**src/rtl/muldiv_unit.sv**
```systemverilog
// muldiv_unit: multi-cycle multiply/divide unit producing a HI/LO result pair.
//
// Operations (op_i): 00 MULT, 01 MULTU, 10 DIV, 11 DIVU.
// Multiplies take MUL_STAGES cycles in StMul. Divides run a restoring radix-2
// loop over DATA_W cycles on operand magnitudes, then spend one cycle in StFix
// applying signs. Divide-by-zero completes immediately with hi=src0, lo=all ones.
//
// Optional feature, enabled by defining MULDIV_DIV_EARLY_OUT_EN:
//   When |divisor| > |dividend|, a divide completes immediately with lo=0 and
//   hi=src0. Results are identical either way; only the latency changes.
//
// Ports:
//   clk_i        clock
//   reset_i      asynchronous active-high reset
//   in_valid_i   operation request
//   in_ready_o   unit can accept (idle only)
//   op_i         operation select
//   src0_i       multiplicand / dividend
//   src1_i       multiplier / divisor
//   flush_i      synchronous abort of any in-flight operation
//   out_valid_o  hi_o/lo_o hold a completed result
//   out_ready_i  consumer takes the result
//   hi_o         MUL: upper product half; DIV: remainder
//   lo_o         MUL: lower product half; DIV: quotient
//   busy_o       unit is not idle
module muldiv_unit #(
  parameter int unsigned DATA_W     = 32,
  parameter int unsigned MUL_STAGES = 2
) (
  input  logic              clk_i,
  input  logic              reset_i,
  input  logic              in_valid_i,
  output logic              in_ready_o,
  input  logic [1:0]        op_i,
  input  logic [DATA_W-1:0] src0_i,
  input  logic [DATA_W-1:0] src1_i,
  input  logic              flush_i,
  output logic              out_valid_o,
  input  logic              out_ready_i,
  output logic [DATA_W-1:0] hi_o,
  output logic [DATA_W-1:0] lo_o,
  output logic              busy_o
);

  localparam int unsigned CntMax = (DATA_W > MUL_STAGES) ? DATA_W : MUL_STAGES;
  localparam int unsigned CntW   = (CntMax > 1) ? $clog2(CntMax) : 1;

  typedef enum logic [2:0] {StIdle, StMul, StDiv, StFix, StDone} state_e;

  state_e              state_q;
  logic [CntW-1:0]     cnt_q;
  // a_q: multiplicand, or dividend magnitude shifting into the quotient.
  // b_q: multiplier, or divisor magnitude.
  logic [DATA_W-1:0]   a_q, b_q, rem_q;
  logic                mul_signed_q, neg_quo_q, neg_rem_q;
  logic                out_valid_q;
  logic [DATA_W-1:0]   hi_q, lo_q;

  logic                src_signed;
  logic [DATA_W-1:0]   abs0, abs1;
  logic [2*DATA_W-1:0] ext_a, ext_b, product;
  logic [DATA_W:0]     rem_sh, rem_sub;
  logic                sub_ok;

  always_comb begin
    src_signed = ~op_i[0];
    abs0 = (src_signed && src0_i[DATA_W-1]) ? -src0_i : src0_i;
    abs1 = (src_signed && src1_i[DATA_W-1]) ? -src1_i : src1_i;

    ext_a   = mul_signed_q ? {{DATA_W{a_q[DATA_W-1]}}, a_q} : {{DATA_W{1'b0}}, a_q};
    ext_b   = mul_signed_q ? {{DATA_W{b_q[DATA_W-1]}}, b_q} : {{DATA_W{1'b0}}, b_q};
    product = ext_a * ext_b;

    // Remainder stays below the divisor, so the W+1-bit difference is negative
    // exactly when the trial subtraction fails.
    rem_sh  = {rem_q, a_q[DATA_W-1]};
    rem_sub = rem_sh - {1'b0, b_q};
    sub_ok  = ~rem_sub[DATA_W];
  end

  always_ff @(posedge clk_i or posedge reset_i) begin
    if (reset_i) begin
      state_q      <= StIdle;
      cnt_q        <= '0;
      a_q          <= '0;
      b_q          <= '0;
      rem_q        <= '0;
      mul_signed_q <= 1'b0;
      neg_quo_q    <= 1'b0;
      neg_rem_q    <= 1'b0;
      out_valid_q  <= 1'b0;
      hi_q         <= '0;
      lo_q         <= '0;
    end else if (flush_i) begin
      state_q     <= StIdle;
      out_valid_q <= 1'b0;
    end else begin
      case (state_q)
        StIdle: begin
          if (in_valid_i) begin
            if (!op_i[1]) begin
              a_q          <= src0_i;
              b_q          <= src1_i;
              mul_signed_q <= src_signed;
              cnt_q        <= CntW'(MUL_STAGES - 1);
              state_q      <= StMul;
            end else if (src1_i == '0) begin
              hi_q        <= src0_i;
              lo_q        <= '1;
              out_valid_q <= 1'b1;
              state_q     <= StDone;
`ifdef MULDIV_DIV_EARLY_OUT_EN
            end else if (abs1 > abs0) begin
              hi_q        <= src0_i;
              lo_q        <= '0;
              out_valid_q <= 1'b1;
              state_q     <= StDone;
`endif
            end else begin
              a_q       <= abs0;
              b_q       <= abs1;
              rem_q     <= '0;
              neg_quo_q <= src_signed && (src0_i[DATA_W-1] ^ src1_i[DATA_W-1]);
              neg_rem_q <= src_signed && src0_i[DATA_W-1];
              cnt_q     <= CntW'(DATA_W - 1);
              state_q   <= StDiv;
            end
          end
        end
        StMul: begin
          if (cnt_q == '0) begin
            hi_q        <= product[2*DATA_W-1:DATA_W];
            lo_q        <= product[DATA_W-1:0];
            out_valid_q <= 1'b1;
            state_q     <= StDone;
          end else begin
            cnt_q <= cnt_q - CntW'(1);
          end
        end
        StDiv: begin
          a_q   <= {a_q[DATA_W-2:0], sub_ok};
          rem_q <= sub_ok ? rem_sub[DATA_W-1:0] : rem_sh[DATA_W-1:0];
          if (cnt_q == '0) begin
            state_q <= StFix;
          end else begin
            cnt_q <= cnt_q - CntW'(1);
          end
        end
        StFix: begin
          lo_q        <= neg_quo_q ? -a_q : a_q;
          hi_q        <= neg_rem_q ? -rem_q : rem_q;
          out_valid_q <= 1'b1;
          state_q     <= StDone;
        end
        StDone: begin
          if (out_ready_i) begin
            out_valid_q <= 1'b0;
            state_q     <= StIdle;
          end
        end
        default: begin
          out_valid_q <= 1'b0;
          state_q     <= StIdle;
        end
      endcase
    end
  end

  assign in_ready_o  = (state_q == StIdle);
  assign busy_o      = (state_q != StIdle);
  assign out_valid_o = out_valid_q;
  assign hi_o        = hi_q;
  assign lo_o        = lo_q;

endmodule

```
**config.mk**
```make
export PLATFORM = sky130hd
export DESIGN_NAME = muldiv_unit
export DESIGN_NICKNAME = d
export VERILOG_FILES = /design/src/rtl/muldiv_unit.sv
export SDC_FILE = /design/constraint.sdc
export NUM_CORES = 2
export LEC_CHECK = 0
export CAP_MARGIN = 10
export CORE_MARGIN = 4
export CORE_UTILIZATION = 49
export CTS_CLUSTER_DIAMETER = 50
export DETAILED_ROUTE_END_ITERATION = 7
export PLACE_DENSITY = 0.66
export SYNTH_ARGS = -nofsm -noshare
export SYNTH_HDL_FRONTEND = slang
export SYNTH_SLANG_ARGS = --single-unit
```
**constraint.sdc**
```tcl
create_clock -name clk_i -period 19.4 [get_ports clk_i]
set_input_delay 2.91 -clock clk_i [delete_from_list [all_inputs] [get_ports clk_i]]
set_output_delay 2.91 -clock clk_i [all_outputs]
set_load 0.03 [all_outputs]
```
==> impl_summary.md <==
Status
The run finished with clean final reports.

Clocking
The CTS sink count is 172. The cell at the root of the clock tree is sky130_fd_sc_hd__clkbuf_16. In this run the post-CTS setup repair buffer count came out at 0. Clock-pin slew was measured on the worst setup and hold paths at 90 ps. Clock latency on the worst-skew pair, taken at its later pin, is 540 ps.

After clock tree synthesis, the flow added hold-fix buffers numbering 0. TritonCTS built the clock tree. The clock passes through at most 2 buffers.

The H-tree depth is 4. The TritonCTS buffer count is 17. The post-CTS resize count is 0.

Setup path
For the worst flop-to-flop path, the logic depth is 30. STA classifies the critical path endpoint as a register. The required time of the critical path is 19,820 ps. Of all nets on the critical path, the largest fanout is 22.

The worst setup path is launched from a register. The arrival time of the worst setup path is 10,620 ps. In this run the critical register-to-register path is launched from mul_signed_q. The setup path with the least slack is of type reg -> reg. The most numerous cell on the critical path is sky130_fd_sc_hd__fa_1. The setup slack of the worst register-to-register path is 9200 ps. Among all stages on the critical path, the largest delay is contributed by sky130_fd_sc_hd__fa_1. The end of the worst register-to-register path is hi_o[31]. For this run, the slowest stage of the critical path takes 870 ps.

Finish
After routing the design area is 63,600 um2. The growth of design area from synthesis to finish is 5.87%. After the last flow step, the layout net total stands at 8,427. Cells with a size suffix above 1 make up 2.86% of the layout.

Timing
The final cycle utilization of the critical path is 52.6%. The slew at the pin with the worst max-slew slack is 1230 ps. Setup violations remaining at the end of the flow were counted as 0.

The worst-case clock skew is 34.2 ps. The number of endpoints with negative hold slack in the final report is 0. Setup repair after global routing left no endpoint under its margin. The worst path in the final design needs a cycle of 10,200 ps, including I/O delays and setup. The total count of max-transition violations in the final report came to 0. The worst pin sits at a relative slew slack of 17.3%. The post-route setup TNS is 0 ps.

The final worst hold slack is 480 ps. Based on the critical path, the design can be clocked at up to 98.0 MHz.

Routing
The remaining antenna violation count is 0. The first routing iteration left 3,856 violations. The post-detailed-route via-to-cell ratio is 5.55. In the final routed layout, each cell accounts on average for 23.7 um. The number of detailed-routing iterations run before antenna repair is 5.

The routed wire length is 195,000 um. The final route contains 45,722 vias. The post-detailed-route DRC marker count is 0.

Place
The port buffer count is 137. The global placement routability congestion is 0.973. The placed wire-length estimate after detailed placement is 157,000 um.

In this run the cell area measured after placement is 63,000 um2.

Floorplan
For this configuration, the core starts out at a cell density of 49.3%. The region available for standard cell placement spans 122,000 um2. The area of the die is 128,000 um2.

The number of top-level design ports is 138. The standard-cell row count is 128. The overall die height is 358 um. The die outline width is 358 um.

Global route
The first global-routing pass estimated 302,000 um of wire. Entering global routing, the biggest net connects 79 pins. The total overflow reported by the global router is 0.

The overall track demand over capacity in global routing is 31.6%. The initial antenna violation count is 13. The via count of the first global-routing pass came to 48,759.

Synth
The total nets after synthesis is 8,521. For this run, asynchronously set or reset flops after synthesis account for 100%. After synthesis, the mean cell area works out to 8.98 um2.

Sequential cells were found to cover 7.17% of the synthesized design area. The synthesized instance count is 6,683. Yosys mapped a number of flops with a built-in enable equal to 0.

The count of distinct cell types in the synthesized netlist is 83. The synthesis warning total is 0. The cell area that synthesis handed to floorplanning was 60,000 um2.

Among all flip-flop cells after synthesis, the most frequent one is sky130_fd_sc_hd__dfrtp_1. The synthesized flop and latch total is 172.

Job
The tool flagged a number of max-cap violations equal to 0.

Min path
The path with the worst hold slack has its endpoint at lo_o[13]. The worst hold path stage count is 2. In this run the most critical hold path is launched from lo_o[13].

The min-delay analysis places its worst path in the category reg -> reg.
## routing by layer
layer | vias up | routed length (um) | GRT usage [%] | share of wire, %
li1 | 19687 | - | - | -
met1 | 23780 | 77900 | 42.1 | 40
met3 | 369 | 16800 | 6.95 | 8.6
met2 | 1882 | 91100 | 50.4 | 47
met5 | - | 20 | 0 | 0.010
met4 | 4 | 9220 | 12.8 | 4.7
## worst max path at each step
stage / to / slack [ps] / depth (start not counted) / start
finish: hi_o[31] / 9200 / 30 / mul_signed_q
floorplan: hi_o[31] / 10150 / 31 / a_q[31]
global route: hi_o[31] / 8760 / 30 / a_q[31]
detailed placement: hi_o[31] / 9320 / 30 / mul_signed_q
global placement: hi_o[20] / 9350 / 27 / a_q[28]
CTS: hi_o[31] / 9270 / 30 / mul_signed_q
## cell usage after synthesis (15+ instances only)
cell type                  count  area share [%]
sky130_fd_sc_hd__and3_1       31            0.32
sky130_fd_sc_hd__nand2_1     760             4.8
sky130_fd_sc_hd__nand2b_1     19            0.20
sky130_fd_sc_hd__and2_1      518             5.4
sky130_fd_sc_hd__o21bai_1     21            0.26
sky130_fd_sc_hd__nor4_1       15            0.16
sky130_fd_sc_hd__mux2i_1      33            0.55
sky130_fd_sc_hd__a211oi_1     16            0.20
sky130_fd_sc_hd__nand4_1      16            0.17
sky130_fd_sc_hd__dfrtp_1     172             7.2
sky130_fd_sc_hd__xor2_1       80             1.2
sky130_fd_sc_hd__o22ai_1      18            0.19
sky130_fd_sc_hd__a21o_1       46            0.58
sky130_fd_sc_hd__nor2_1      250             1.6
sky130_fd_sc_hd__or3_1        25            0.26
sky130_fd_sc_hd__o211ai_1     16            0.20
sky130_fd_sc_hd__buf_1        33            0.21
sky130_fd_sc_hd__a31oi_1      31            0.32
sky130_fd_sc_hd__nor3_1       45            0.38
sky130_fd_sc_hd__o21ai_0     229             1.9
sky130_fd_sc_hd__clkbuf_1    315             2.0
sky130_fd_sc_hd__inv_1      1592              10
sky130_fd_sc_hd__nand3_1      40            0.33
sky130_fd_sc_hd__fa_1       1420              47
sky130_fd_sc_hd__a21oi_1     210             1.8
sky130_fd_sc_hd__ha_1        347             7.2
sky130_fd_sc_hd__xnor2_1     171             2.5
sky130_fd_sc_hd__o31ai_1      34            0.43
## per-stage QoR
step           setup WS (ps)  cells  utilization [%]
5_1_grt                 8760   8229             52.2
4_1_cts                 9270   8227             52.2
3_3_place_gp            9350   8195             51.7
3_5_place_dp            9320   8195             51.7
6_report                9200   8233             52.2
2_1_floorplan          10150   6683                -
## logic make-up (layout without fill, tap and decap cells)
family                     count (synthesis)  count (layout)  synth area share, %
adders and majority gates               1769            1769                 54.6
AOI/OAI and AO/OA                        733             733                 7.47
DFF                                      172             172                 7.17
muxes                                     36              36                0.606
xor gates and xnor gates                 251             251                 3.66
buffers and inverters                   1945            1864                 12.2
and+or+nand+nor                         1777            1777                 14.3
other                                      0               6                    0
## layout make-up
class                   count  area (um2)
diodes                      6        15.0
clock buffers              18         429
clock inverters            14         170
fillers                 11361       58100
inverters                1592        5980
multi-input cells        4566       48500
flip-flops and latches    172        4320
well taps                1625        2030
repair buffers            240        2140
## worst max-delay path: cells and delay by family (launching register included)
family | cells | cell delay, ps
adder cells (fa/ha/maj) | 11 | 5980
AO/OA/AOI/OAI | 8 | 1650
buffers and inverters | 7 | 1480
AND/OR/NAND/NOR | 4 | 610
flip-flops | 1 | 330
## placed cells by master, fill, tap and decap left out, types with 80 or more instances in the layout
cell type / n
sky130_fd_sc_hd__xor2_1: 80
sky130_fd_sc_hd__a21oi_1: 208
sky130_fd_sc_hd__o21ai_0: 228
sky130_fd_sc_hd__inv_1: 1591
sky130_fd_sc_hd__ha_1: 347
sky130_fd_sc_hd__and2_1: 517
sky130_fd_sc_hd__nor2_1: 250
sky130_fd_sc_hd__dfrtp_1: 161
sky130_fd_sc_hd__nand2_1: 758
sky130_fd_sc_hd__fa_1: 1420
sky130_fd_sc_hd__buf_4: 103
sky130_fd_sc_hd__xnor2_1: 170
sky130_fd_sc_hd__clkdlybuf4s50_1: 137
## flip-flops by register name, summed over array words and instances (netlist names)
signal        count
state_q           3
out_valid_o       1
lo_o             32
a_q              32
hi_o             32
rem_q            32
b_q              32
neg_quo_q         1
neg_rem_q         1
cnt_q             5
mul_signed_q      1
Power is not shown: default switching activity piles up to over one toggle a cycle in this logic, so the estimate is an artifact.
